===== src/rtl/aclk_counter_gen_if.sv =====
// Bus bundle between the tick/load source and the BCD time counter.
// The counter drives the time, PM flag and the one-cycle status pulses.
// Seconds outputs exist only when ACLK_SECONDS_EN is defined.
interface aclk_counter_gen_if;
  logic       tick;
  logic       load_new_c;
  logic [3:0] new_current_time_ms_hr;
  logic [3:0] new_current_time_ls_hr;
  logic [3:0] new_current_time_ms_min;
  logic [3:0] new_current_time_ls_min;
  logic       new_pm;
  logic [3:0] current_ms_hr;
  logic [3:0] current_ls_hr;
  logic [3:0] current_ms_min;
  logic [3:0] current_ls_min;
  logic       current_pm;
  logic       load_err;
  logic       rollover;
`ifdef ACLK_SECONDS_EN
  logic [3:0] current_ms_sec;
  logic [3:0] current_ls_sec;
`endif

  modport master (
`ifdef ACLK_SECONDS_EN
    input  current_ms_sec, current_ls_sec,
`endif
    output tick, load_new_c, new_current_time_ms_hr, new_current_time_ls_hr,
           new_current_time_ms_min, new_current_time_ls_min, new_pm,
    input  current_ms_hr, current_ls_hr, current_ms_min, current_ls_min,
           current_pm, load_err, rollover
  );

  modport slave (
`ifdef ACLK_SECONDS_EN
    output current_ms_sec, current_ls_sec,
`endif
    input  tick, load_new_c, new_current_time_ms_hr, new_current_time_ls_hr,
           new_current_time_ms_min, new_current_time_ls_min, new_pm,
    output current_ms_hr, current_ls_hr, current_ms_min, current_ls_min,
           current_pm, load_err, rollover
  );
endinterface


===== src/rtl/aclk_counter_gen.sv =====
// BCD hh:mm(:ss with ACLK_SECONDS_EN) counter, prescaled tick, 12/24h, load check.
// Latency: 1 cycle from qualifying tick or load to registered outputs.
// No backpressure: every tick/load is consumed; priority reset > load > tick.
module aclk_counter_gen #(
  parameter int TICKS_PER_UNIT = 1,
  parameter int HOUR_12        = 0
) (
  input logic              clk,
  input logic              reset,
  aclk_counter_gen_if.slave bus
);

  logic [3:0] ms_hr_q, ls_hr_q, ms_min_q, ls_min_q;
  logic [3:0] ms_hr_d, ls_hr_d, ms_min_d, ls_min_d;
  logic       pm_q, pm_d;
  logic       load_err_q, load_err_d;
  logic       roll_q, roll_d;
  logic       load_ok;
  logic       adv;
  logic       min_adv;
  logic       digits_ok, hr_ok;
`ifdef ACLK_SECONDS_EN
  logic [3:0] ms_sec_q, ls_sec_q, ms_sec_d, ls_sec_d;
`endif

  // Validate the requested time; only legal BCD times may ever be loaded.
  always_comb begin
    digits_ok = (bus.new_current_time_ms_hr  <= 4'd9) &&
                (bus.new_current_time_ls_hr  <= 4'd9) &&
                (bus.new_current_time_ms_min <= 4'd5) &&
                (bus.new_current_time_ls_min <= 4'd9);
    if (HOUR_12 != 0)
      hr_ok = ((bus.new_current_time_ms_hr == 4'd0) && (bus.new_current_time_ls_hr != 4'd0)) ||
              ((bus.new_current_time_ms_hr == 4'd1) && (bus.new_current_time_ls_hr <= 4'd2));
    else
      hr_ok = (bus.new_current_time_ms_hr <= 4'd1) ||
              ((bus.new_current_time_ms_hr == 4'd2) && (bus.new_current_time_ls_hr <= 4'd3));
    load_ok = digits_ok && hr_ok;
  end

  generate
    if (TICKS_PER_UNIT > 1) begin : g_presc
      localparam int PW = $clog2(TICKS_PER_UNIT);
      localparam logic [PW-1:0] TOP = PW'(TICKS_PER_UNIT - 1);
      logic [PW-1:0] presc_q, presc_d;

      // Prescaler: clears on an accepted load, wraps on the advancing tick.
      always_comb begin
        presc_d = presc_q;
        if (bus.load_new_c) begin
          if (load_ok) presc_d = '0;
        end else if (bus.tick) begin
          presc_d = (presc_q == TOP) ? '0 : presc_q + 1'b1;
        end
      end

      assign adv = bus.tick && !bus.load_new_c && (presc_q == TOP);

      // Prescaler register.
      always_ff @(posedge clk) begin
        if (!reset) presc_q <= '0;
        else        presc_q <= presc_d;
      end
    end else begin : g_nopresc
      assign adv = bus.tick && !bus.load_new_c;
    end
  endgenerate

  // Next-state: load takes precedence; otherwise ripple the BCD carry chain.
  always_comb begin
    ms_hr_d    = ms_hr_q;
    ls_hr_d    = ls_hr_q;
    ms_min_d   = ms_min_q;
    ls_min_d   = ls_min_q;
    pm_d       = pm_q;
    load_err_d = 1'b0;
    roll_d     = 1'b0;
    min_adv    = 1'b0;
`ifdef ACLK_SECONDS_EN
    ms_sec_d   = ms_sec_q;
    ls_sec_d   = ls_sec_q;
`endif
    if (bus.load_new_c) begin
      if (load_ok) begin
        ms_hr_d  = bus.new_current_time_ms_hr;
        ls_hr_d  = bus.new_current_time_ls_hr;
        ms_min_d = bus.new_current_time_ms_min;
        ls_min_d = bus.new_current_time_ls_min;
        pm_d     = (HOUR_12 != 0) ? bus.new_pm : 1'b0;
`ifdef ACLK_SECONDS_EN
        ms_sec_d = 4'd0;
        ls_sec_d = 4'd0;
`endif
      end else begin
        load_err_d = 1'b1;
      end
    end else if (adv) begin
`ifdef ACLK_SECONDS_EN
      if (ls_sec_q == 4'd9) begin
        ls_sec_d = 4'd0;
        if (ms_sec_q == 4'd5) begin
          ms_sec_d = 4'd0;
          min_adv  = 1'b1;
        end else begin
          ms_sec_d = ms_sec_q + 4'd1;
        end
      end else begin
        ls_sec_d = ls_sec_q + 4'd1;
      end
`else
      min_adv = 1'b1;
`endif
    end

    if (min_adv) begin
      if (ls_min_q != 4'd9) begin
        ls_min_d = ls_min_q + 4'd1;
      end else begin
        ls_min_d = 4'd0;
        if (ms_min_q != 4'd5) begin
          ms_min_d = ms_min_q + 4'd1;
        end else begin
          ms_min_d = 4'd0;
          if (HOUR_12 != 0) begin
            if (ms_hr_q == 4'd1 && ls_hr_q == 4'd1) begin
              // 11 -> 12 flips AM/PM; leaving PM means the day wrapped.
              ls_hr_d = 4'd2;
              pm_d    = ~pm_q;
              roll_d  = pm_q;
            end else if (ms_hr_q == 4'd1 && ls_hr_q == 4'd2) begin
              ms_hr_d = 4'd0;
              ls_hr_d = 4'd1;
            end else if (ls_hr_q == 4'd9) begin
              ms_hr_d = ms_hr_q + 4'd1;
              ls_hr_d = 4'd0;
            end else begin
              ls_hr_d = ls_hr_q + 4'd1;
            end
          end else begin
            if (ms_hr_q == 4'd2 && ls_hr_q == 4'd3) begin
              ms_hr_d = 4'd0;
              ls_hr_d = 4'd0;
              roll_d  = 1'b1;
            end else if (ls_hr_q == 4'd9) begin
              ms_hr_d = ms_hr_q + 4'd1;
              ls_hr_d = 4'd0;
            end else begin
              ls_hr_d = ls_hr_q + 4'd1;
            end
          end
        end
      end
    end
  end

  // Time/status registers; reset shows midnight in either hour mode.
  always_ff @(posedge clk) begin
    if (!reset) begin
      ms_hr_q    <= (HOUR_12 != 0) ? 4'd1 : 4'd0;
      ls_hr_q    <= (HOUR_12 != 0) ? 4'd2 : 4'd0;
      ms_min_q   <= 4'd0;
      ls_min_q   <= 4'd0;
      pm_q       <= 1'b0;
      load_err_q <= 1'b0;
      roll_q     <= 1'b0;
`ifdef ACLK_SECONDS_EN
      ms_sec_q   <= 4'd0;
      ls_sec_q   <= 4'd0;
`endif
    end else begin
      ms_hr_q    <= ms_hr_d;
      ls_hr_q    <= ls_hr_d;
      ms_min_q   <= ms_min_d;
      ls_min_q   <= ls_min_d;
      pm_q       <= pm_d;
      load_err_q <= load_err_d;
      roll_q     <= roll_d;
`ifdef ACLK_SECONDS_EN
      ms_sec_q   <= ms_sec_d;
      ls_sec_q   <= ls_sec_d;
`endif
    end
  end

  assign bus.current_ms_hr  = ms_hr_q;
  assign bus.current_ls_hr  = ls_hr_q;
  assign bus.current_ms_min = ms_min_q;
  assign bus.current_ls_min = ls_min_q;
  assign bus.current_pm     = pm_q;
  assign bus.load_err       = load_err_q;
  assign bus.rollover       = roll_q;
`ifdef ACLK_SECONDS_EN
  assign bus.current_ms_sec = ms_sec_q;
  assign bus.current_ls_sec = ls_sec_q;
`endif

endmodule

===== src/flat_wrapper.sv =====
// flat-port wrapper written by rule: the top's interface ports become plain ports
module aclk_counter_gen_flat 
#(
  parameter int TICKS_PER_UNIT = 1,
  parameter int HOUR_12        = 0
)
  (clk, reset, bus_tick, bus_load_new_c, bus_new_current_time_ms_hr, bus_new_current_time_ls_hr, bus_new_current_time_ms_min, bus_new_current_time_ls_min, bus_new_pm, bus_current_ms_hr, bus_current_ls_hr, bus_current_ms_min, bus_current_ls_min, bus_current_pm, bus_load_err, bus_rollover);
  aclk_counter_gen_if bus_i ();
  input logic clk;
  input logic reset;
  input wire logic [$bits(bus_i.tick)-1:0] bus_tick;
  input wire logic [$bits(bus_i.load_new_c)-1:0] bus_load_new_c;
  input wire logic [$bits(bus_i.new_current_time_ms_hr)-1:0] bus_new_current_time_ms_hr;
  input wire logic [$bits(bus_i.new_current_time_ls_hr)-1:0] bus_new_current_time_ls_hr;
  input wire logic [$bits(bus_i.new_current_time_ms_min)-1:0] bus_new_current_time_ms_min;
  input wire logic [$bits(bus_i.new_current_time_ls_min)-1:0] bus_new_current_time_ls_min;
  input wire logic [$bits(bus_i.new_pm)-1:0] bus_new_pm;
  output wire logic [$bits(bus_i.current_ms_hr)-1:0] bus_current_ms_hr;
  output wire logic [$bits(bus_i.current_ls_hr)-1:0] bus_current_ls_hr;
  output wire logic [$bits(bus_i.current_ms_min)-1:0] bus_current_ms_min;
  output wire logic [$bits(bus_i.current_ls_min)-1:0] bus_current_ls_min;
  output wire logic [$bits(bus_i.current_pm)-1:0] bus_current_pm;
  output wire logic [$bits(bus_i.load_err)-1:0] bus_load_err;
  output wire logic [$bits(bus_i.rollover)-1:0] bus_rollover;
  assign bus_i.tick = bus_tick;
  assign bus_i.load_new_c = bus_load_new_c;
  assign bus_i.new_current_time_ms_hr = bus_new_current_time_ms_hr;
  assign bus_i.new_current_time_ls_hr = bus_new_current_time_ls_hr;
  assign bus_i.new_current_time_ms_min = bus_new_current_time_ms_min;
  assign bus_i.new_current_time_ls_min = bus_new_current_time_ls_min;
  assign bus_i.new_pm = bus_new_pm;
  assign bus_current_ms_hr = bus_i.current_ms_hr;
  assign bus_current_ls_hr = bus_i.current_ls_hr;
  assign bus_current_ms_min = bus_i.current_ms_min;
  assign bus_current_ls_min = bus_i.current_ls_min;
  assign bus_current_pm = bus_i.current_pm;
  assign bus_load_err = bus_i.load_err;
  assign bus_rollover = bus_i.rollover;
  aclk_counter_gen #(.TICKS_PER_UNIT(TICKS_PER_UNIT), .HOUR_12(HOUR_12)) u_core (.clk(clk), .reset(reset), .bus(bus_i));
endmodule

===== config.mk =====
export PLATFORM = sky130hd
export DESIGN_NAME = aclk_counter_gen_flat
export DESIGN_NICKNAME = d
export VERILOG_FILES = /design/src/rtl/aclk_counter_gen_if.sv /design/src/rtl/aclk_counter_gen.sv /design/src/flat_wrapper.sv
export SDC_FILE = /design/constraint.sdc
export NUM_CORES = 1
export LEC_CHECK = 0
export BUFFER_PORTS_ARGS = -buffer_cell sky130_fd_sc_hd__buf_2
export CAP_MARGIN = 20
export CORE_UTILIZATION = 49
export CTS_CLUSTER_SIZE = 30
export DETAILED_ROUTE_END_ITERATION = 8
export GPL_TIMING_DRIVEN = 0
export PLACE_DENSITY = 0.81
export SYNTH_ARGS = -nofsm -noshare
export SYNTH_HDL_FRONTEND = slang
export SYNTH_SLANG_ARGS = --single-unit

===== constraint.sdc =====
create_clock -name clk -period 2.2 [get_ports clk]
set_input_delay 0.33 -clock clk [delete_from_list [all_inputs] [get_ports clk]]
set_output_delay 0.33 -clock clk [all_outputs]
set_load 0.01 [all_outputs]

==> metrics, run 1 <==
initial antenna violation count 0; DR vias/cell 5.801; setup ws final between 400 and 500 ps; startpoint of the worst hold path reset; most frequent cells in the layout buf_2 (38), nand2_1 (18), dfxtp_1 (18); Mapped Cells 137; pre-CTS WS 268.8 ps; Final TNS setup 0 ps; max-slew violations 0; total gr overflow 0; xor/xnor share of the synthesized area around 1.5%; CTS Hold Bufs 0; Worst setup SP type flip-flop; DR iter-0 viols 28; DIE AREA 2606 µm²; largest net degree at the start of global routing 11; placed cells a little over 200; Synth Area in Simple Gates 31.95%; R2R Path End u_core.bus.current_ms_hr[0]; multiplexer share of the synthesized area under 10%; first-pass GRT wire length 4664 µm; hold depth 3; vias in the first global route 1119; fmax approximately 560 MHz; root buffer cell clkbuf_4; Detail Route Antenna Nets 0; final setup skew 4.891 ps; CP Max Fanout 6; synthesis-to-finish area growth 21.76%; DR pass1 iterations 4; CP Capture Type flip-flop; final RePlAce weighted congestion 0.8305; NumNets Final roughly 200; Net Count, Synth 160; CTS buffer count 3; # fillers 215; clk slew on worst S/H paths about 100 ps; Compound-Gate Fraction of Synth Area around a quarter; residual DRC count 0; row count 17; Leakage 0.6240 nW; Die H 51.05 µm; worst vdd rail ir drop around 0.24 mV; Power Dens Cells 430.1 nW/µm²; area leader, netlist dfxtp_1; commonest non-fill, non-tap cell in the layout buf_2; Synth warnings 0; Final min period 1791 ps; Final Cycle Share around 81%; endpoints failing hold 0; adder-cell share of the synthesized area 2.123%; Antenna Cells 0; R2R Setup Slk 410 ps; Vias approximately 1200; post-synthesis async set-or-reset flop share 0%; Non-Filler Instances 206; status completed; HP Class in -> reg; Final setup viols 0; register area share after synthesis a little under a third; die width 51.05 µm; worst skew pair latency 300 ps; RSZ-0062 raised after global routing no; hold endpoint u_core.bus.current_ls_min[3]; Post-synth EDFFs 0; # IOs 40; Routed wire per std cell between 10 and 15 µm; initial core utilization 52.77%; cts repair resizes 0; critical path arrival 1990 ps; Critical Path RT 2400 ps; Post CTS Setup Buffer Count 0; RR Startpoint u_core.bus.current_ms_hr[0]; port bufs 37; GRT Util Overall 23.59%; Mapped Avg Cell Area 8.603 µm²; Yosys top cell area share 30.57%; Final HPWL DP 2129 µm; TritonCTS clock tree done; Distinct cells, synth 50; worst reg2reg path depth 7; synth top area cells dfxtp_1 (31%), nand2_1 (5.7%), and3_1 (3.7%); core area between 2000 and 2500 µm²; # clock sinks 18; Synth Register Bits 18; Routed WL 2758 µm; share of layout cells above drive strength 1 30.34%; ys flop type dfxtp_1; Crit Path Category reg -> reg; clock buffer depth 2; H-Tree Depth 1; combinational family with the most area after synthesis simple AND/OR/NAND/NOR gates; max_cap viols 0; Post-Syn Area between 1000 and 1500 µm²
==> routing by layer <==
metal	wire, µm	part of all wire, %	vias to the layer above	global-route usage (%)
li1	-	-	590	-
met1	1235	45	555	28.83
met2	1355	49	45	41.01
met3	132	4.8	5	2.976
met4	34	1.2	0	10.19
met5	0	0	-	0
==> where the power goes <==
group,internal (mW),total (mW),leakage (nW),switching (mW)
logic,0.0320,0.0717,0.457,0.0397
registers,0.330,0.337,0.146,0.00682
clock network,0.101,0.209,0.0210,0.108
==> how the worst max path moves through the flow <==
stage          slack (ps)                            to  depth (start not counted)                      startpoint
5_1_grt               170   u_core.bus.current_ms_hr[0]                          6     u_core.bus.current_ms_hr[1]
3_5_place_dp          270  u_core.bus.current_ms_min[0]                          6  bus_new_current_time_ms_min[2]
6_report              410   u_core.bus.current_ms_hr[0]                          7     u_core.bus.current_ms_hr[0]
4_1_cts               400   u_core.bus.current_ms_hr[0]                          6     u_core.bus.current_ms_hr[1]
3_3_place_gp          290  u_core.bus.current_ms_min[0]                          6  bus_new_current_time_ms_min[2]
2_1_floorplan         510   u_core.bus.current_ls_hr[3]                          6    u_core.bus.current_ls_min[2]
==> worst max-delay path: stages (launching register included) <==
cell	delay, ps
dfxtp_1	380
inv_1	70
ha_1	150
nand4b_1	100
nor4_1	370
o21ai_0	230
and3_1	230
o21a_1	170
==> cells by family (layout without fill, tap and decap cells) <==
group                    after synthesis  after routing
AO/OA/AOI/OAI                         39             39
other                                  1              1
multiplexers                           2              2
AND/OR/NAND/NOR                       62             62
flip-flops                            18             18
buffers and inverters                 11             52
adder cells (fa/ha/maj)                2              2
XOR/XNOR                               2              2
==> Yosys cell counts, types with 2 or more instances <==
master / count
nor2b_1: 6
nand2_1: 18
o211ai_1: 2
o31a_1: 2
ha_1: 2
a311oi_1: 2
buf_6: 2
nor2_1: 7
nand4b_1: 2
nand2b_1: 4
nand3_1: 3
clkbuf_1: 2
or3_1: 4
o21ai_1: 2
a31oi_1: 3
o21ai_0: 5
and3_1: 7
mux2i_1: 2
dfxtp_1: 18
o21a_1: 3
o22ai_1: 2
xnor2_1: 2
a211oi_1: 2
a21oi_1: 3
inv_1: 5
o32ai_1: 3
==> state kept, by name (all words and copies together) (netlist names) <==
name and cells:
u_core.bus.current_ms_hr 4, u_core.bus.rollover 1, u_core.bus.current_ls_min 4, u_core.bus.current_ls_hr 4, u_core.bus.current_ms_min 4, u_core.bus.load_err 1
==> final cells by class <==
class,instances,area (µm²),area share [%]
sequential,18,360.3,25.11
timing repair buffer,37,185.2,12.90
tap,28,35.03,2.441
inverter,5,18.77,1.308
clock buffer,4,36.28,2.528
buffer,6,42.54,2.964
multi-input combinational,108,757.0,52.75
==> per-stage QoR <==
stage | util (%) | hold WS, ps | cell area, µm² | total power, mW
after detailed placement | 62.63 | 483.5 | 1399 | 0.4157
after CTS | 64.26 | 290.2 | 1435 | 0.6208
final | 64.26 | 291.0 | 1435 | 0.6172
after global routing | 64.26 | 295.2 | 1435 | 0.6451
after floorplan | - | 473.6 | 1179 | 0.3788
after global placement | 62.63 | 469.2 | 1399 | 0.4128
Note: power is estimated with default switching activity, not from simulation.
==> run 2, diff against run 1 <==
Clock period 2.2 ns to 1.86 ns, I/O delays scaled along.
==> metrics, run 2 (same netlist as run 1, synthesis figures left out) <==
status completed; DIE AREA 2606 µm² (unchanged); die width 51.05 µm (unchanged); hold depth 3 (unchanged); final setup skew 4.790 ps (-0.1012 ps); largest net degree at the start of global routing 11 (unchanged); # IOs 40 (unchanged); Critical Path RT 2040 ps (-360 ps); worst reg2reg path depth 6 (-1); Crit Path Category reg -> reg; max-slew violations 0 (unchanged); DR iter-0 viols 24 (-14%); # clock sinks 18 (unchanged); Final HPWL DP 2129 µm (unchanged); CP max stage delay 390 ps (about the same); row count 17 (unchanged); worst skew pair latency 300 ps (about the same); Power Dens Cells 501.5 nW/µm² (+17%); CP max stage cell dfxtp_1; fmax 568.9 MHz (+1.9%); Final setup viols 0 (unchanged); DR vias/cell 5.754 (-0.82%); R2R Path End u_core.bus.current_ls_hr[3]; NumNets Final 203 (+0.50%); endpoints failing hold 0 (unchanged); HP Class in -> reg; RSZ-0062 raised after global routing no; final RePlAce weighted congestion 0.8305 (unchanged); TritonCTS clock tree done; GRT Util Overall 23.59% (unchanged); hold endpoint u_core.bus.current_ls_min[3]; core area 2233 µm² (unchanged); area of the multi-input gates 765.7 µm² (+1.2%); CP Capture Type flip-flop; CP Max Fanout 8 (+2); Final Cycle Share 94.51% (+13 points); CP startpoint u_core.bus.current_ls_min[2]; FF+latch area 361.6 µm² (+0.35%); port bufs 37 (unchanged); Routed wire per std cell 13.36 µm (-0.19%); max_cap viols 0 (unchanged); initial core utilization 52.77% (unchanged); clock buffer depth 2 (unchanged); Worst Hold Margin 240.5 ps (-50.52 ps); clk slew on worst S/H paths 110 ps (about the same); initial antenna violation count 0 (unchanged); residual DRC count 0 (unchanged); Detail Route Antenna Nets 0 (unchanged); DR pass1 iterations 4 (unchanged); RR Startpoint u_core.bus.current_ls_min[2]; most frequent cells in the layout buf_2 (38), nand2_1 (17), dfxtp_1 (17); share of layout cells above drive strength 1 32.96% (+2.6 points); CTS buffer count 3 (unchanged); startpoint of the worst hold path reset; Die H 51.05 µm (unchanged); Vias 1191 (-0.33%); H-Tree Depth 1 (unchanged); synthesis-to-finish area growth 23.35%; total chip power 0.7292 mW (+18%); Antenna Cells 0 (unchanged); vias in the first global route 1119 (unchanged); # fillers 213 (-0.93%); commonest non-fill, non-tap cell in the layout buf_2; crit path cell chain nand4bb_4 -> or2_1 -> or3_1 -> buf_6 -> a21oi_1 -> a221oi_2; Routed WL 2766 µm (+0.29%); worst vdd rail ir drop 0.2859 mV (+18%); first-pass GRT wire length 4664 µm (unchanged); root buffer cell clkbuf_4; Final min period 1758 ps (-33.39 ps); Worst setup SP type flip-flop; R2R Setup Slk 100 ps (-310 ps); critical path arrival 1940 ps (-50 ps); Leakage 0.6344 nW (+1.7%); total gr overflow 0 (unchanged)
run 2: power by group:
part | switching, mW | internal (mW)
Sequential | 0.00812 | 0.391
Clock | 0.126 | 0.119
Combinational | 0.0468 | 0.0379
run 2: worst max path at each step:
stage,to,slack (ps),cells past startpoint
floorplan,u_core.bus.current_ls_hr[3],170,6
global placement,u_core.bus.current_ms_min[0],4,6
detailed placement,u_core.bus.current_ms_min[0],-20,6
CTS,u_core.bus.current_ms_hr[0],60,6
global route,u_core.bus.current_ls_hr[3],20,6
finish,u_core.bus.current_ls_hr[3],100,6
run 2: timing repair:
action                                  4_1_cts  5_1_grt
endpoints found under the setup margin        0        4
hold buffers                                  0        0
endpoints found under the hold margin         0        0
resized for setup                             0        5
setup buffers                                 0        1
run 2: critical path, delay by kind of cell (launching register included):
family	cells	cell delay (ps)
compound gates	2	220
buf+inv	1	150
flops	1	390
simple gates	3	880
run 2: metrics by stage:
stage / util [%] / setup WS (ps) / TNS (ps) / cells / cell area [µm²]
6_report: 65.10 / 102.2 / 0 / 207 / 1454
4_1_cts: 64.26 / 64.62 / 0 / 206 / 1435
5_1_grt: 65.10 / 19.78 / 0 / 207 / 1454
3_5_place_dp: 62.63 / -20.22 / -44.13 / 202 / 1399
2_1_floorplan: - / 166.4 / 0 / 137 / 1179
3_3_place_gp: 62.63 / 4.175 / 0 / 202 / 1399
run 2: layout make-up:
cell class | instances | area share [%]
Clock buffer | 4 | 2.496
Sequential cell | 18 | 24.87
Tap cell | 28 | 2.410
Multi-Input combinational cell | 108 | 52.67
Buffer | 6 | 3.012
Timing Repair Buffer | 38 | 13.25
Inverter | 5 | 1.291
run 2: per-layer routing:
layer	up-vias	track usage, %	wire length, µm
li1	590	-	-
met1	555	28.83	1199
met2	42	41.01	1384
met5	-	0	0
met3	4	2.976	153
met4	0	10.19	29
==> run 3, diff against run 2 <==
Settings changed: SETUP_SLACK_MARGIN from default to 0.5.
==> metrics, run 3 (same netlist as run 1, synthesis figures left out) <==
Non-Filler Instances 227 (+9.7%); crit path cell chain nand4bb_4 -> buf_4 -> nor4_4 -> nand2_2 -> buf_6 -> o22ai_1 -> o21a_1; worst skew pair latency 300 ps (about the same); commonest non-fill, non-tap cell in the layout buf_2; Vias 1407 (+18%); WP buf/inv 2 (+1); DR vias/cell 6.198 (+7.7%); HP Class in -> reg; Worst setup SP type flip-flop; RSZ-0062 raised after global routing yes; setup ws final 181.4 ps (+79.24 ps); total gr overflow 0 (unchanged); die width 51.05 µm (unchanged); row count 17 (unchanged); most frequent cells in the layout buf_2 (35), nand2_1 (17), buf_4 (17); vias in the first global route 1194 (+6.7%); residual DRC count 0 (unchanged); clk slew on worst S/H paths 120 ps (about the same); endpoints failing hold 0 (unchanged); fmax 595.7 MHz (+4.7%); Routed WL 4158 µm (+50%); Critical Path RT 2110 ps (+70 ps); RR Startpoint u_core.bus.current_ls_min[2]; CP Max Fanout 4 (-4); synthesis-to-finish area growth 58.49%; Crit Path Category reg -> reg; DR iter-0 viols 53 (+120%); largest net degree at the start of global routing 11 (unchanged); Leakage 0.7797 nW (+23%); Final min period 1679 ps (-79.24 ps); GRT Util Overall 27.30% (+3.7 points); core area 2233 µm² (unchanged); final setup skew 3.991 ps (-0.7991 ps); Slew @ Worst Pin 508.6 ps; Routed wire per std cell 18.32 µm (+37%); NumNets Final 223 (+9.9%); share of layout cells above drive strength 1 55.78% (+23 points); critical path arrival 1930 ps (about the same); DIE AREA 2606 µm² (unchanged); H-Tree Depth 1 (unchanged); clock buffer depth 2 (unchanged); Die H 51.05 µm (unchanged); root buffer cell clkbuf_4; # clock sinks 18 (unchanged); Power Dens Cells 412.1 nW/µm² (-18%); port bufs 37 (unchanged); CP max stage cell dfxtp_4; Worst Hold Margin 236.5 ps (-3.934 ps); Final setup viols 0 (unchanged); pre-CTS WS -7.950 ps (+12.27 ps); first-pass GRT wire length 5250 µm (+13%); worst vdd rail ir drop 0.3097 mV (+8.3%); CP max stage delay 360 ps (-30 ps); max-slew violations 0 (unchanged); total chip power 0.7699 mW (+5.6%); TritonCTS clock tree done; initial antenna violation count 0 (unchanged); Final Cycle Share 90.25% (-4.3 points); CTS buffer count 3 (unchanged); placed cells 202 (unchanged); CP startpoint u_core.bus.current_ls_min[2]; CP Capture Type flip-flop; # IOs 40 (unchanged); DR pass1 iterations 4 (unchanged); Final HPWL DP 2288 µm (+7.5%); Antenna Cells 0 (unchanged); startpoint of the worst hold path bus_new_current_time_ls_hr[0]; CP delay by family, top simple AND/OR/NAND/NOR gates; Final TNS setup 0 ps (unchanged); Rel. slew slack 66.09%; initial core utilization 52.77% (unchanged); final RePlAce weighted congestion 0.8544 (+2.9%); max_cap viols 0 (unchanged); status completed; Detail Route Antenna Nets 0 (unchanged)
==> run 3: changes by cell type in the layout (fill, tap and decap cells not counted), sizes merged <==
cell	previous run	this run
buf	42	63
clkbuf	6	5
==> run 3: area by class of cell <==
class | instances | area [µm²]
multi-input cells | 108 | 938.4
plain buffers | 6 | 60.06
well taps | 28 | 35.03
fillers | 126 | 365.4
flip-flops and latches | 18 | 382.9
repair buffers | 58 | 394.1
inverters | 5 | 21.27
clock buffers | 4 | 36.28
==> run 3: final timing paths <==
| path | end | slack, ps | depth (start not counted) |
|---|---|---|---|
| min reg2reg | u_core.bus.current_ls_hr[1] | 570 | 2 |
| max reg2reg | u_core.bus.current_ms_hr[0] | 180 | 7 |
| min | u_core.bus.current_ls_hr[0] | 240 | 3 |
| max | u_core.bus.current_ms_hr[0] | 180 | 7 |
==> run 3: routing by layer <==
metal / up-vias / GRT usage, % / wire [µm]
li1: 634 / - / -
met1: 673 / 31.76 / 1662
met2: 83 / 45.83 / 2092
met3: 17 / 4.167 / 251
met4: 0 / 18.06 / 152
met5: - / 0 / 0
==> run 3: power by group <==
part	switching, mW	internal [mW]	total, mW
clock network	0.142	0.119	0.261
registers	0.00788	0.386	0.394
logic	0.0611	0.0534	0.114
==> run 3: what timing repair did <==
| item | CTS | global route |
|---|---|---|
| cloned | 1 | 0 |
| buffers inserted | 10 | 10 |
| gates resized for setup | 14 | 37 |
| pin swaps | 10 | 21 |
| setup endpoints to repair | 16 | 17 |
| hold buffers | 0 | 0 |
==> run 3: worst reg2reg max path, delay by kind of cell, from the launching register on <==
family	cells	cell delay, ps
AND/OR/NAND/NOR	3	600
AO/OA/AOI/OAI	2	360
flip-flops	1	360
buffers and inverters	2	310
==> run 3: through the flow <==
stage | cell area [µm²] | util [%]
2_1_floorplan | 1226 | -
3_3_place_gp | 1446 | 64.76
3_5_place_dp | 1446 | 64.76
4_1_cts | 1623 | 72.66
5_1_grt | 1868 | 83.64
6_report | 1868 | 83.64
